==> src/rtl/gpio_debounce_scheduler.sv <==
// gpio_debounce_scheduler: round-robin debounce engine sharing one prescaler and one compare unit across all GPIO inputs
module gpio_debounce_scheduler #(
    parameter int NCH      = 13,
    parameter int CNT_W    = 16,
    parameter int TICK_DIV = 100
) (
    input  logic             ACLK,
    input  logic             ARESETn,
    input  logic [NCH-1:0]   raw_in,
    input  logic [NCH-1:0]   deb_en,
    input  logic [CNT_W-1:0] deb_time,
    output logic [NCH-1:0]   clean_out,
    output logic [NCH-1:0]   rise,
    output logic [NCH-1:0]   fall,
    output logic             busy,
    output logic             overrun
);
    localparam int PW = (NCH > 1) ? $clog2(NCH) : 1;
    localparam logic [PW-1:0] LAST = PW'(NCH - 1);
    localparam logic [15:0] PS_LAST = 16'(TICK_DIV - 1);

    typedef enum logic {IDLE, SCAN} state_t;

    state_t           state;
    logic [NCH-1:0]   sync1, sync2, clean_nxt;
    logic [15:0]      ps;
    logic [PW-1:0]    ptr;
    logic [CNT_W-1:0] thr;
    logic [CNT_W-1:0] cnt [NCH];
    logic [CNT_W-1:0] cnt_nxt [NCH];
    logic [CNT_W-1:0] cur_cnt;
    logic [CNT_W:0]   cur_inc;
    logic             cur_sync, cur_clean, tick;

    assign tick      = ps == PS_LAST;
    assign cur_cnt   = cnt[ptr];
    assign cur_sync  = sync2[ptr];
    assign cur_clean = clean_out[ptr];
    assign cur_inc   = {1'b0, cur_cnt} + (CNT_W+1)'(1);

    // two-flop synchroniser on the asynchronous pad inputs
    always_ff @(posedge ACLK or negedge ARESETn) begin
        if (!ARESETn) begin
            sync1 <= '0;
            sync2 <= '0;
        end else begin
            sync1 <= raw_in;
            sync2 <= sync1;
        end
    end

    // shared sample-tick prescaler, tick on the last count of each period
    always_ff @(posedge ACLK or negedge ARESETn) begin
        if (!ARESETn) ps <= '0;
        else          ps <= tick ? '0 : ps + 16'd1;
    end

    // scan scheduler: one pass over all channels per tick, threshold frozen for the pass
    always_ff @(posedge ACLK or negedge ARESETn) begin
        if (!ARESETn) begin
            state   <= IDLE;
            ptr     <= '0;
            thr     <= '0;
            busy    <= 1'b0;
            overrun <= 1'b0;
        end else begin
            overrun <= tick && (state == SCAN);
            if (state == IDLE) begin
                if (tick) begin
                    state <= SCAN;
                    ptr   <= '0;
                    thr   <= (deb_time == '0) ? CNT_W'(1) : deb_time;
                    busy  <= 1'b1;
                end
            end else if (ptr == LAST) begin
                state <= IDLE;
                ptr   <= '0;
                busy  <= 1'b0;
            end else begin
                ptr <= ptr + PW'(1);
            end
        end
    end

    // shared compare/increment for the visited channel; bypassed channels follow sync directly
    always_comb begin
        clean_nxt = clean_out;
        cnt_nxt   = cnt;
        if (state == SCAN && deb_en[ptr]) begin
            if (cur_sync == cur_clean) begin
                cnt_nxt[ptr] = '0;
            end else if (cur_inc >= {1'b0, thr}) begin
                clean_nxt[ptr] = cur_sync;
                cnt_nxt[ptr]   = '0;
            end else begin
                cnt_nxt[ptr] = (&cur_cnt) ? cur_cnt : cur_inc[CNT_W-1:0];
            end
        end
        for (int i = 0; i < NCH; i++) begin
            if (!deb_en[i]) begin
                clean_nxt[i] = sync2[i];
                cnt_nxt[i]   = '0;
            end
        end
    end

    // registered clean levels, edge pulses and per-channel counters
    always_ff @(posedge ACLK or negedge ARESETn) begin
        if (!ARESETn) begin
            clean_out <= '0;
            rise      <= '0;
            fall      <= '0;
            for (int i = 0; i < NCH; i++) cnt[i] <= '0;
        end else begin
            clean_out <= clean_nxt;
            rise      <= clean_nxt & ~clean_out;
            fall      <= ~clean_nxt & clean_out;
            cnt       <= cnt_nxt;
        end
    end
endmodule

==> config.mk <==
export PLATFORM = sky130hd
export DESIGN_NAME = gpio_debounce_scheduler
export DESIGN_NICKNAME = d
export VERILOG_FILES = /design/src/rtl/gpio_debounce_scheduler.sv
export SDC_FILE = /design/constraint.sdc
export NUM_CORES = 1
export LEC_CHECK = 0
export CORE_UTILIZATION = 40
export DETAILED_ROUTE_END_ITERATION = 10
export MAX_ROUTING_LAYER = met4
export PLACE_DENSITY = 0.62
export SLEW_MARGIN = 20
export SYNTH_ARGS = -nofsm -noshare
export SYNTH_HDL_FRONTEND = slang
export SYNTH_SLANG_ARGS = --single-unit
export TNS_END_PERCENT = 50
==> constraint.sdc <==
create_clock -name ACLK -period 12.6 [get_ports ACLK]
set_input_delay 3.15 -clock ACLK [delete_from_list [all_inputs] [get_ports ACLK]]
set_output_delay 3.15 -clock ACLK [all_outputs]
set_load 0.01 [all_outputs]
==> impl_results.md, run 1 <==
* Vias in the first global route at roughly 12000
* H-Tree Level Count at 2
* Full die area at just under 0.04 mm^2
* Placer Congestion at just under 0.9
* Via Count at roughly 11000
* Routed len/inst at 23.62 um
* Overall Global Routing Usage at 0.2416
* Worst Path Max Fanout at 49
* Total wire length at 44820 um
* Static Leakage at about 7.5 nW
* Congestion Overflow GR at 0
* PD cells at about 120 mW/mm^2
* Status: completed
* Hold_buf cts at 0
* Crit path required time at between 10 and 15 ns
* Synthesized area at roughly 0.015 mm^2
* CP cell instances: buf_4, mux4_2, mux2i_1, o21ai_2, ha_1, inv_1, a211oi_2, nand4bb_1, or4_1, and2_1, ha_1, and3_1, nand4_1, or4_1, and4_4, o21a_4, nand2_1, o31ai_1
* CP Capture Type: flop
* Largest net degree at the start of global routing at between 100 and 150
* Root Driver: clkbuf_16
* DR WL met2 at 20200 um
* DIE WIDTH at 198.4 um
* Synth area leaders: dfrtp_1, a22o_1, mux4_2
* Initial antenna violation count at 0
* Layout cells sized above 1 at 0.1299
* Core Area at between 0.03 and 0.04 mm^2
* Sequential cell area fraction in the yosys report at 0.5060
* 1st-iter DRT viols at about 1100
* FFs w/ async S/R, synth at 1.000
* Final ANT Viol Nets at 0
* Slew Viols, Final at 0
* Fin. Hold Viols at 0
* Met1 WL at 20510 um
* N_diodes at 0
* Number of flops mapped to enable cells by yosys at 0
* Bufs and invs on worst path at 2
* Type of origin of the critical path: flop
* DRC viols at 0
* Area leader, netlist: dfrtp_1
* Syn Nets at 1400
* Min-Delay Path Class: reg -> reg
* Crit path max-delay family: simple AND/OR/NAND/NOR gates
* Dpl hpwl at 29780 um
* Post-CTS Setup Repair Bufs at 0
* Final setup vio count at 0
* Post-DR vias/cell at ~6.0
* Port Buffers at 84
* Nets at 1427
* Met3 routed WL at roughly 2600 um
* Yosys reg bits at 312
* Layout area overhead at 13.65%
* Slew @ Worst Pin at roughly 1.1 ns
* Most common cell after layout, fill and taps aside: dfrtp_1
* Final worst path period need at approximately 7.5 ns
* Clock latency on the worst-skew pair at approximately 0.53 ns
* Slowest CP cell: dfrtp_4
* Die Ht at between 150 and 200 um
* Synth Area per Inst at about 12 um^2
* Rel. slew slack at 0.2556
* Total power at about 2.2 mW
* Cells after synthesis at 1334
* Clk slew on worst S/H paths at about 0.06 ns
* Max Cap Viol at 0
* DR top layer: met4
* Top_reg_cell synth: dfrtp_1
* Unrepaired setup endpoints after global routing: no
* Yosys warning count at 0
* Netlist cell types at a little over 80
* CTS Buffer Depth at 3
* Worst vdd ir at 0.09373 mV
* Max stage delay on crit path at between 0.9 and 1 ns
* CTS tree: yes
* Post-Layout Inst Area at approximately 0.018 mm^2
* Most frequent cells in the layout: dfrtp_1, a22o_1, nand2_1
* First-pass GRT wire length at 70480 um
* CTS buffer count at 35
* Critical path arrival at just under 8 ns
* Clock sinks at 312
* Setup CP Type: reg -> reg
* Initial core utilization at 0.4077
* I/O pin count at 85
* Top cell type's share of synthesized area at 0.5060
* Max Freq at around 0.13 GHz
* Post_cts resized at 0
* Skew final at about 0.031 ns
* Final Cycle Share at 0.5962
* Placed cell areas at between 0.015 and 0.02 mm^2
* First drt pass iteration count at 8
* Rows at 71
* Setup TNS at 0 ns
* Final core utilization at 0.4633
## final timing paths
check	start	to	slack (ns)	cells after the start
hold reg to reg	sync1[4]	sync2[4]	0.35	0
min in group asynchronous	ARESETn	cnt[146]	2.65	1
hold / removal	sync1[4]	sync2[4]	0.35	0
setup / recovery	ptr[0]	cnt[61]	5.09	18
setup reg to reg	ptr[0]	cnt[61]	5.09	18
max in group asynchronous	ARESETn	rise[8]	8.37	2
## Yosys cell counts (all sizes together) (22+ instances only)
cell,instances
and2,37
nor2b,24
ha,22
nor2,55
o21ai,34
a21oi,41
mux2i,65
nand3,38
clkbuf,33
buf,80
a22o,145
o31ai,23
nand2,104
inv,26
mux4,34
dfrtp,312
## power by group
| group | switching, mW | total, mW | internal (mW) |
|---|---|---|---|
| clock network | 0.421 | 1.04 | 0.621 |
| logic | 0.0683 | 0.107 | 0.0388 |
| registers | 0.00991 | 1.02 | 1.01 |
## registers in the layout (all words and copies together) (netlist names)
register	flops
ps	16
clean_out	13
rise	13
overrun	1
sync2	13
ptr	4
busy	1
state	1
cnt	208
thr	16
sync1	13
fall	13
## layer usage
metal,track usage,vias up
li1,-,5034
met4,0.07723,0
met3,0.03306,94
met5,-,-
met1,0.3397,5824
met2,0.3609,448
## kinds of logic (layout without fill, tap and decap cells)
family                     after synthesis  count (layout)  share of synthesized area
DFF                                    312             312                     0.5060
and+or+nand+nor                        374             374                     0.1307
AOI/OAI and AO/OA                      361             361                     0.1845
muxes                                  101             101                    0.09326
xor gates and xnor gates                24              24                    0.01362
adders and majority gates               22              22                    0.01784
buffers and inverters                  140             192                    0.05401
## worst register-to-register path: cells and delay by family (launching register included)
| kind | cells | cell delay (ns) |
|---|---|---|
| AOI/OAI and AO/OA | 4 | 1.00 |
| adders and majority gates | 2 | 0.53 |
| and+or+nand+nor | 8 | 3.51 |
| DFF | 1 | 0.91 |
| muxes | 2 | 0.46 |
| buffers and inverters | 2 | 0.95 |
## through the flow
step / setup slack [ns] / cells / hold WS (ns)
CTS: 5.103 / 1897 / 0.3478
global route: 4.687 / 1897 / 0.3546
finish: 5.088 / 1897 / 0.3464
global placement: 5.201 / 1835 / 0.3319
floorplan: 7.251 / 1334 / 0.3312
detailed placement: 5.161 / 1835 / 0.3347
## final cells by class
class | count | area, um^2
clock buffers | 49 | 1049
clock inverters | 13 | 118.9
fillers | 3526 | 20310
inverters | 27 | 101.3
multi-input cells | 882 | 6827
flip-flops and latches | 312 | 7811
well taps | 511 | 639.4
repair buffers | 103 | 988.4
No activity file was read; power rests on OpenSTA's default activity.
==> run 2: changes to the inputs <==
Clock period 12.6 ns to 7.85 ns, I/O delays scaled along.
==> impl_results.md, run 2 (synthesis gave the netlist of run 1 again) <==
* Status: completed (unchanged)
* Max Cap Viol at 0 (unchanged)
* DRC viols at 0 (unchanged)
* Root Driver: clkbuf_16 (unchanged)
* Worst Path Max Fanout at 21 (was 49)
* Slew @ Worst Pin at 1.132 ns (was 1.116 ns)
* Dpl hpwl at 30580 um (was 29780 um)
* Biggest regs: cnt (208), ps (16), thr (16) (unchanged)
* Post-DR vias/cell at 6.050 (was 6.009)
* CTS buffer count at 37 (was 35)
* Fin. Hold Viols at 0 (unchanged)
* Final worst path period need at 7.116 ns (was 7.512 ns)
* Largest register FFs at 208 (unchanged)
* Setup CP Type: reg -> reg (unchanged)
* Layout area overhead at 14.61% (was 13.65%)
* CTS Buffer Depth at 3 (unchanged)
* Top reg by flops: cnt (unchanged)
* Largest net degree at the start of global routing at 158 (was 106)
* Rel. slew slack at 0.2419 (was 0.2556)
* CTS tree: yes (unchanged)
* Area occupied by multi-input gates at 0.006812 mm^2 (was 0.006827 mm^2)
* FF-to-FF setup slack at 0.73 ns (was 5.09 ns)
* Slew Viols, Final at 0 (unchanged)
* DP Worst Slack at 0.9991 ns (was 5.161 ns)
* Nets at 1437 (was 1427)
* DIE WIDTH at 198.4 um (unchanged)
* FF/Latch Area at 0.007811 mm^2 (unchanged)
* Unrepaired setup endpoints after global routing: no (unchanged)
* Post_cts resized at 0 (unchanged)
* Overall Global Routing Usage at 0.2453 (was 0.2416)
* 1st-iter DRT viols at 1088 (was 1064)
* H-Tree Level Count at 2 (unchanged)
* Full die area at 0.03936 mm^2 (unchanged)
* N_diodes at 0 (unchanged)
* Placer Congestion at 0.9096 (was 0.8724)
* I/O pin count at 85 (unchanged)
* Clk slew on worst S/H paths at 0.07 ns (was 0.06 ns)
* Congestion Overflow GR at 0 (unchanged)
* Port Buffers at 84 (unchanged)
* Type of origin of the critical path: flop (unchanged)
* Final ANT Viol Nets at 0 (unchanged)
* Clock latency on the worst-skew pair at 0.55 ns (was 0.53 ns)
* Setup TNS at 0 ns (unchanged)
* Initial antenna violation count at 0 (unchanged)
* Critical path arrival at 7.58 ns (was 7.88 ns)
* Layout cells sized above 1 at 0.1319 (was 0.1299)
* CP Capture Type: flop (unchanged)
* Static Leakage at 7.573 nW (was 7.499 nW)
* Rows at 71 (unchanged)
* Post-CTS Setup Repair Bufs at 0 (unchanged)
* Max Freq at 0.1405 GHz (was 0.1331 GHz)
* Final setup vio count at 0 (unchanged)
* Final Cycle Share at 0.9065 (was 0.5962)
* Skew final at 0.02264 ns (was 0.03086 ns)
* Total wire length at 45670 um (was 44820 um)
* Clock sinks at 312 (unchanged)
* PD cells at 203.7 mW/mm^2 (was 123.9 mW/mm^2)
* Fillers at 3479 (was 3526)
* Via Count at 11530 (was 11400)
* Most frequent cells in the layout: dfrtp_1, a22o_1, nand2_1 (unchanged)
* Core Area at 0.03784 mm^2 (unchanged)
* Routed len/inst at 23.96 um (was 23.62 um)
* Hold_buf cts at 0 (unchanged)
* Min-Delay Path Class: reg -> reg (unchanged)
* Worst vdd ir at 0.1535 mV (was 0.09373 mV)
* First drt pass iteration count at 8 (unchanged)
* Most common cell after layout, fill and taps aside: dfrtp_1 (unchanged)
* Initial core utilization at 0.4077 (unchanged)
* First-pass GRT wire length at 71300 um (was 70480 um)
* Die Ht at 198.4 um (unchanged)
* Vias in the first global route at 11610 (was 11500)
* Setup ws final at 0.7339 ns (was 5.088 ns)
* Crit path required time at 8.32 ns (was 12.97 ns)
[run 2: final cells by class]
cell class / count / area share
flip-flops and latches: 312 / 0.4417
multi-input cells: 882 / 0.3852
clock buffers: 50 / 0.06092
repair buffers: 111 / 0.06021
well taps: 511 / 0.03616
clock inverters: 13 / 0.01005
inverters: 27 / 0.005731
[run 2: routing by layer]
metal | vias to the layer above | track usage | part of all wire
met5 | - | - | 0
met4 | 0 | 0.1042 | 0.042
met3 | 111 | 0.03883 | 0.070
met2 | 557 | 0.3557 | 0.45
met1 | 5821 | 0.3410 | 0.44
li1 | 5043 | - | -
[run 2: path summary, 6_finish.rpt]
check	start	endpoint	cells after the start
min in group asynchronous	ARESETn	cnt[202]	1
worst max register to register	ptr[1]	cnt[148]	15
worst max-delay path	ptr[1]	cnt[148]	15
max in group asynchronous	ARESETn	fall[9]	2
worst min-delay path	sync1[5]	sync2[5]	0
worst min register to register	sync1[5]	sync2[5]	0
[run 2: power breakdown]
group          switching, mW  total, mW  internal [mW]
logic                  0.110      0.172         0.0619
registers             0.0162       1.64           1.63
clock network          0.693       1.79           1.09
[run 2: worst max-delay path: stages, from the launching register on]
cell and delay (ns):
dfrtp_1 0.93, nand3b_1 0.67, o22ai_1 0.44, a211oi_1 0.14, a211oi_2 0.38, nand4bb_1 0.56
or4_1 0.90, and2_1 0.29, ha_1 0.28, and3_1 0.18, nand4_1 0.11, or4_1 0.59
and4_4 0.27, o21a_4 0.27, a21oi_2 0.74, a22o_1 0.24
[run 2: through the flow]
| step | hold slack [ns] | util | cells | total power [mW] | area (um^2) |
|---|---|---|---|---|---|
| 6_report | 0.3463 | 0.4673 | 1906 | 3.602 | 17680 |
| 5_1_grt | 0.3504 | 0.4673 | 1906 | 3.712 | 17680 |
| 4_1_cts | 0.3478 | 0.4672 | 1906 | 3.632 | 17680 |
| 3_5_place_dp | 0.3347 | 0.4340 | 1843 | 1.844 | 16420 |
| 3_3_place_gp | 0.3316 | 0.4340 | 1843 | 1.844 | 16420 |
| 2_1_floorplan | 0.3312 | - | 1334 | 1.738 | 15430 |
